`src/rtl/seven_seg_scan.sv`:
```
// Four-digit time-multiplexed seven-segment driver for a common-anode display.
// Latency: every output is registered, one cycle behind the scan state.
// Backpressure: none; the scan free-runs and digit data is sampled once per frame.
//
// Ports:
//   clock_100Mhz  system clock
//   reset         asynchronous, active-high
//   digits_bcd    packed BCD digits, [3:0] = digit 0 (rightmost)
//   dp_mask       decimal point request per digit, active-high
//   lz_blank_en   leading-zero blanking enable
//   anode         digit enables, active-low, anode[0] = rightmost digit
//   seg           segments {g,f,e,d,c,b,a}, active-low
//   dp            decimal point, active-low
//   frame_tick    one-cycle pulse at the start of each frame
module seven_seg_scan #(
  parameter int REFRESH_DIV  = 100000,
  parameter int BLANK_CYCLES = 1000
) (
  input  logic        clock_100Mhz,
  input  logic        reset,
  input  logic [15:0] digits_bcd,
  input  logic [3:0]  dp_mask,
  input  logic        lz_blank_en,
  output logic [3:0]  anode,
  output logic [6:0]  seg,
  output logic        dp,
  output logic        frame_tick
);

  localparam int CW = (REFRESH_DIV > 2) ? $clog2(REFRESH_DIV) : 1;

  localparam logic [CW-1:0] CNT_LAST  = CW'(REFRESH_DIV - 1);
  localparam logic [CW-1:0] BLANK_END = CW'(BLANK_CYCLES);

  localparam logic [6:0] SEG_OFF  = 7'b1111111;
  localparam logic [6:0] SEG_DASH = 7'b0111111;

  logic [CW-1:0] cnt;
  logic [1:0]    idx;
  logic [15:0]   shd;
  logic [3:0]    shdp;
  logic          shd_lz;

  logic          frame_start;
  logic          blank_phase;
  logic [3:0]    nibble;
  logic          dp_req;
  logic          lz_hide;
  logic          z3;
  logic          z32;
  logic          z321;
  logic [3:0]    anode_nxt;
  logic [6:0]    seg_nxt;
  logic          dp_nxt;

  // Active-low {g,f,e,d,c,b,a}; anything outside 0-9 shows a dash.
  function automatic logic [6:0] bcd_to_seg(input logic [3:0] d);
    logic [6:0] s;
    case (d)
      4'd0:    s = 7'b1000000;
      4'd1:    s = 7'b1111001;
      4'd2:    s = 7'b0100100;
      4'd3:    s = 7'b0110000;
      4'd4:    s = 7'b0011001;
      4'd5:    s = 7'b0010010;
      4'd6:    s = 7'b0000010;
      4'd7:    s = 7'b1111000;
      4'd8:    s = 7'b0000000;
      4'd9:    s = 7'b0010000;
      default: s = SEG_DASH;
    endcase
    return s;
  endfunction

  assign frame_start = (cnt == '0) && (idx == 2'd0);
  assign blank_phase = (cnt < BLANK_END);

  // Running "all zero from the left" flags: a digit is a leading zero only
  // if it and every digit to its left are zero. Dash nibbles count as nonzero.
  assign z3   = (shd[15:12] == 4'd0);
  assign z32  = z3  && (shd[11:8] == 4'd0);
  assign z321 = z32 && (shd[7:4]  == 4'd0);

  always_comb begin
    nibble  = shd[3:0];
    dp_req  = shdp[0];
    lz_hide = 1'b0;
    case (idx)
      2'd0: begin nibble = shd[3:0];   dp_req = shdp[0]; lz_hide = 1'b0; end
      2'd1: begin nibble = shd[7:4];   dp_req = shdp[1]; lz_hide = z321; end
      2'd2: begin nibble = shd[11:8];  dp_req = shdp[2]; lz_hide = z32;  end
      default: begin nibble = shd[15:12]; dp_req = shdp[3]; lz_hide = z3; end
    endcase
  end

  always_comb begin
    anode_nxt = 4'b1111;
    seg_nxt   = SEG_OFF;
    dp_nxt    = 1'b1;
    if (!blank_phase) begin
      anode_nxt      = 4'b1111;
      anode_nxt[idx] = 1'b0;
      // Blanked leading zeros keep their anode so the brightness duty of the
      // remaining digits does not change with the value shown.
      seg_nxt        = (shd_lz && lz_hide) ? SEG_OFF : bcd_to_seg(nibble);
      dp_nxt         = ~dp_req;
    end
  end

  always_ff @(posedge clock_100Mhz or posedge reset) begin
    if (reset) begin
      cnt        <= '0;
      idx        <= 2'd0;
      shd        <= 16'd0;
      shdp       <= 4'd0;
      shd_lz     <= 1'b0;
      anode      <= 4'b1111;
      seg        <= SEG_OFF;
      dp         <= 1'b1;
      frame_tick <= 1'b0;
    end else begin
      if (cnt == CNT_LAST) begin
        cnt <= '0;
        idx <= idx + 2'd1;
      end else begin
        cnt <= cnt + 1'b1;
      end

      // Whole-frame snapshot so a counter update mid-frame cannot tear.
      if (frame_start) begin
        shd    <= digits_bcd;
        shdp   <= dp_mask;
        shd_lz <= lz_blank_en;
      end

      anode      <= anode_nxt;
      seg        <= seg_nxt;
      dp         <= dp_nxt;
      frame_tick <= frame_start;
    end
  end

endmodule

```
`config.mk`:
```
export PLATFORM = sky130hd
export DESIGN_NAME = seven_seg_scan
export DESIGN_NICKNAME = d
export VERILOG_FILES = /design/src/rtl/seven_seg_scan.sv
export SDC_FILE = /design/constraint.sdc
export NUM_CORES = 1
export LEC_CHECK = 0
export ABC_CLOCK_PERIOD_IN_PS = 7500
export CAP_MARGIN = 20
export CELL_PAD_IN_SITES_DETAIL_PLACEMENT = 1
export CELL_PAD_IN_SITES_GLOBAL_PLACEMENT = 1
export CORE_MARGIN = 2
export CORE_UTILIZATION = 48
export CTS_BUF_LIST = sky130_fd_sc_hd__clkbuf_8
export DETAILED_ROUTE_END_ITERATION = 8
export GPL_TIMING_DRIVEN = 1
export PLACE_DENSITY = 0.89
export SLEW_MARGIN = 20
export SYNTH_ARGS = -nofsm -noshare
export SYNTH_HDL_FRONTEND = slang
export SYNTH_SLANG_ARGS = --single-unit
```
`constraint.sdc`:
```
create_clock -name clock_100Mhz -period 7.5 [get_ports clock_100Mhz]
set_clock_uncertainty 0.1 [all_clocks]
set_input_delay 1.5 -clock clock_100Mhz [delete_from_list [all_inputs] [get_ports clock_100Mhz]]
set_output_delay 1.5 -clock clock_100Mhz [all_outputs]
set_load 0.05 [all_outputs]
```
## Yosys cells after proc, flatten, opt, wreduce, memory -nomap -nowiden

Memory sizes are Yosys's and may differ from the RTL's.
Index checks and enable logic that the tools add are counted.

- $add $sub $neg: 2
- $lt $le $gt $ge: 3
- Equality and inequality tests: 3
- Muxes and demuxes: 10
- Bitwise logic cells: 2
- Reductions and logical operators: 10

Operators with widths:

| operator | count |
|---|---|
| $add 17x1->17 const B | 1 |
| $eq 17x17->1 const B | 1 |
| $logic_not 17->1 | 1 |
| $lt 17x10->1 const B | 1 |
| $mux 17 | 1 |
| $mux 7 | 2 |
| $logic_not 4->1 | 3 |
| $pmux 4 s3 | 1 |
| $pmux 1 s3 | 2 |
| $logic_and 1x1->1 | 5 |
| $mux 4 | 1 |
| $not 4->4 | 1 |
| $lt 2x3->1 const B | 1 |
| $add 2x1->2 const B | 1 |
| $demux 1 s2 | 1 |
| $eq 2x1->1 const B | 1 |
| $eq 2x2->1 const B | 1 |
| $ge 2x1->1 const B | 1 |
| $logic_not 2->1 | 1 |
| $mux 1 | 2 |
| $not 1->1 | 1 |

- Bits in registers: 53
- ROM bits: 112
- Input bits: 23
- Output and inout bits: 13
- Word-level logic and storage cells: 40
- Memories kept: 1

Memory list:

| name | depth | width | read ports | clocked after memory_dff | write ports | line | RTL |
|---|---|---|---|---|---|---|---|
| (no name shown) | 16 | 7 | 1 | 0 | 0 | 59 | `case (d)` |

## Longest topological paths before layout

- Depth in word-level cells: 7
- Gate-level depth with buffers: 9
- Gate-level depth less buffers: 9

## Worst setup path before layout

OpenSTA, ideal clock, no wires.

- Path type: flip-flop to flip-flop
- Start point: reg cnt[13]
- End point: reg shd[0]
- Setup time: 0.125 ns
- Data arrival time: 2.113 ns
- Data required time: 7.275 ns
- Setup slack: 5.162 ns
- Stages on the path, launching flop included: 6
- Path buffers: 1
- Period minus slack after synthesis: 2.338 ns
- Cell sequence: dfrtp_1 > or4_4 > or4_4 > nor3_4 > buf_6 > mux2_2

- Longest elaborated chain between the ends: 2

RTL lines:

| what | line | RTL |
|---|---|---|
| from (decl) | 38 | `logic [CW-1:0] cnt;` |
| from (signal assigned) | 126 | `cnt <= cnt + 1'b1;` |
| $logic_not 17->1 | 75 | `assign frame_start = (cnt == '0) && (idx == 2'd0);` |
| $logic_and 1x1->1 | 75 |  |
| to (signal assigned) | 131 | `shd <= digits_bcd;` |
| to (decl) | 40 | `logic [15:0] shd;` |

No other way between the ends.
A chain may end at the register's enable or synchronous reset.

## Worst setup path after layout

- Start point: reg dp
- End point: out dp

RTL lines:

| what | line | RTL |
|---|---|---|
| from (decl) | 26 | `output logic dp,` |
| from (signal assigned) | 138 | `dp <= dp_nxt;` |

No word-level cell between the ends.

==> results.sh <==
export IMPL_nets=282
export IMPL_overflow=0
export IMPL_drive_gt1_share_pct=21.2
export IMPL_synth_top_cell_area_share_pct=40.5
export IMPL_finalSetupTns_ns=0
export IMPL_seqCellArea_um2=1340
export IMPL_std_cell_rows=26
export IMPL_grt_pass1_wl_mm=9.45
export IMPL_wl_mm=5.62
export IMPL_viasPerCell=5.58
export IMPL_clock_sinks=53
export IMPL_yosys_area_top_type="dfrtp_1"
export IMPL_avgSynthCellArea_um2=11.9
export IMPL_rsz0062_at_grt="no"
export IMPL_hpwl_mm=3.84
export IMPL_slew_viol_final=0
export IMPL_pre_cts_slack_ns=4.52
export IMPL_syn_nets=247
export IMPL_antenna_found_initial=0
export IMPL_yosysWarnings=0
export IMPL_cp_start_kind="register"
export IMPL_drtIter0Drc=133
export IMPL_root_buffer="clkbuf_8"
export IMPL_die_w_um=76.7
export IMPL_initial_core_util_pct=49.7
export IMPL_critPathBufInv=1
export IMPL_yosysSeqAreaShare_pct=52.9
export IMPL_max_cap_violations=0
export IMPL_path_delay_family="buffers and inverters"
export IMPL_areaGrowthSynthToFinish_pct=19.5
export IMPL_hold_viol_final=0
export IMPL_worstSkewPairLatency_ns=0.32
export IMPL_synth_cells=214
export IMPL_cts_buffers=5
export IMPL_cts_tree="built"
export IMPL_tightest_slew_ns=1.04
export IMPL_fillers=561
export IMPL_cp_required_ns=5.90
export IMPL_leakage_nw=1.26
export IMPL_finalSetupViolCount=0
export IMPL_peakVddDrop_uv=99.0
export IMPL_io_pins=36
export IMPL_power_mw=0.509
export IMPL_post_cts_buffers=0
export IMPL_hold_class="reg2reg"
export IMPL_critical_path_class="reg2out"
export IMPL_cts_max_path_buffers=2
export IMPL_die_h_um=76.7
export IMPL_fin_hold_ws_ns=0.399
export IMPL_cp_cell_sequence="clkdlybuf4s50_1"
export IMPL_antennaDiodeCount=0
export IMPL_core_area_um2=5110
export IMPL_first_pass_iters=4
export IMPL_post_drt_wl_per_cell_um=17.6
export IMPL_critPathMaxStageDelay_ns=0.80
export IMPL_clk_pin_slew_ns=0.10
export IMPL_worst_slack_ns=4.25
export IMPL_port_buffers=35
export IMPL_netlist_top_cells_area="dfrtp_1, dfstp_2, mux2_2, ha_1, xnor2_1"
export IMPL_cp_end_kind="output port"
export IMPL_syn_area_um2=2540
export IMPL_final_core_util_pct=59.4
export IMPL_ys_seq_elements=53
export IMPL_fmax_mhz=307
export IMPL_vias=1785
export IMPL_min_period_ns=3.25
export IMPL_yosys_cell_types_count=38
export IMPL_multiInputGateArea_um2=1100
export IMPL_gp_congestion=0.821
export IMPL_grt_max_degree=54
export IMPL_power_density_nw_per_um2=168
export IMPL_detail_route_antenna_nets=0
export IMPL_grt_usage_pct=20.4
export IMPL_cp_max_fo=1
export IMPL_arrival_ns=1.65
export IMPL_cts_resized_gates=0
export IMPL_drc=0
export IMPL_h_tree_depth=2
export IMPL_ctsHoldBuffers=0
export IMPL_relSlewSlack_pct=30.5
export IMPL_crit_slowest_cell="clkdlybuf4s50_1"
export IMPL_grt_pass1_vias=1861
export IMPL_outcome="completed"
export IMPL_die_area_um2=5880
export IMPL_finalCritPeriodShare_pct=43.4
## where the power goes
group	leakage [nW]	internal [mW]	total, mW	switching (mW)
Sequential	0.636	0.292	0.296	0.00463
Combinational	0.570	0.0176	0.0326	0.0150
Clock	0.0542	0.0836	0.180	0.0961
## cells in the mapped netlist
| cell type | count |
|---|---|
| a22oi_1 | 2 |
| nor2_1 | 11 |
| ha_1 | 10 |
| and4_1 | 2 |
| a211oi_1 | 2 |
| or2_2 | 2 |
| o211a_1 | 1 |
| inv_1 | 14 |
| or4_4 | 2 |
| or4b_2 | 1 |
| nor3_1 | 4 |
| dfrtp_1 | 41 |
| and3_1 | 1 |
| dfstp_2 | 12 |
| nor3b_1 | 1 |
| or3_1 | 2 |
| and4_2 | 1 |
| a21oi_1 | 4 |
| nand4_1 | 9 |
| mux2i_1 | 4 |
| o31ai_1 | 1 |
| nor3_4 | 2 |
| mux2_2 | 21 |
| buf_4 | 1 |
| xnor2_1 | 9 |
| a222oi_1 | 4 |
| buf_6 | 2 |
| a311o_2 | 1 |
| a22o_1 | 1 |
| xor2_1 | 5 |
| and2b_2 | 1 |
| mux2_4 | 1 |
| o21ai_0 | 8 |
| nand3_1 | 9 |
| nor4_1 | 4 |
| nand2_1 | 12 |
| clkbuf_1 | 4 |
| o311ai_0 | 2 |
## state kept, by name, indices dropped and copies added, names as in the netlist
signal and count:
cnt 17, shd 16, seg 7, anode 4, shdp 4, idx 2
dp 1, frame_tick 1, shd_lz 1
## kinds of logic after synthesis
group | share of synthesized area, %
buf+inv | 3.85
mux | 11.5
xor+xnor | 4.83
flops | 52.9
simple gates | 14.7
compound gates | 7.30
fa+ha+maj | 4.93
## cell usage in the layout (no fill, tap or decap), drive strengths merged, types with 3 or more instances in the layout
cell type	n
clkdlybuf4s50	35
nand2	12
a222oi	4
xor2	5
nand4	9
dfrtp	41
mux2i	4
xnor2	9
mux2	22
and4	3
clkbuf	7
nor3	6
nor2	11
ha	10
nor4	4
nand3	9
inv	13
o21ai	8
a21oi	4
dfstp	12
## through the flow
step	cells	instance area [um^2]
floorplan	214	2540
global placement	312	2930
detailed placement	312	2930
CTS	320	3030
global route	320	3030
finish	320	3030
## path summary, 6_finish.rpt
kind | to | depth (start not counted) | slack [ns] | startpoint
max in group asynchronous | frame_tick | 2 | 5.20 | reset
min in group asynchronous | cnt[16] | 2 | 1.58 | reset
max reg2reg | shd[14] | 4 | 4.50 | cnt[13]
min | cnt[14] | 1 | 0.40 | cnt[14]
min reg2reg | cnt[14] | 1 | 0.40 | cnt[14]
max | dp | 1 | 4.25 | dp
## per-layer routing
layer	track usage, %	share of wire (%)	vias up
li1	-	-	839
met1	27.6	46	896
met2	33.5	49	44
met3	3.65	3.5	6
met4	6.73	1.4	0
met5	0	0	-
## layout make-up
type	instances	area share [%]
repair buffers	35	11.6
well taps	70	2.89
clock buffers	7	3.18
clock inverters	1	0.165
flip-flops and latches	53	44.2
inverters	14	1.77
multi-input cells	140	36.2
No activity file was read; power rests on OpenSTA's default activity.
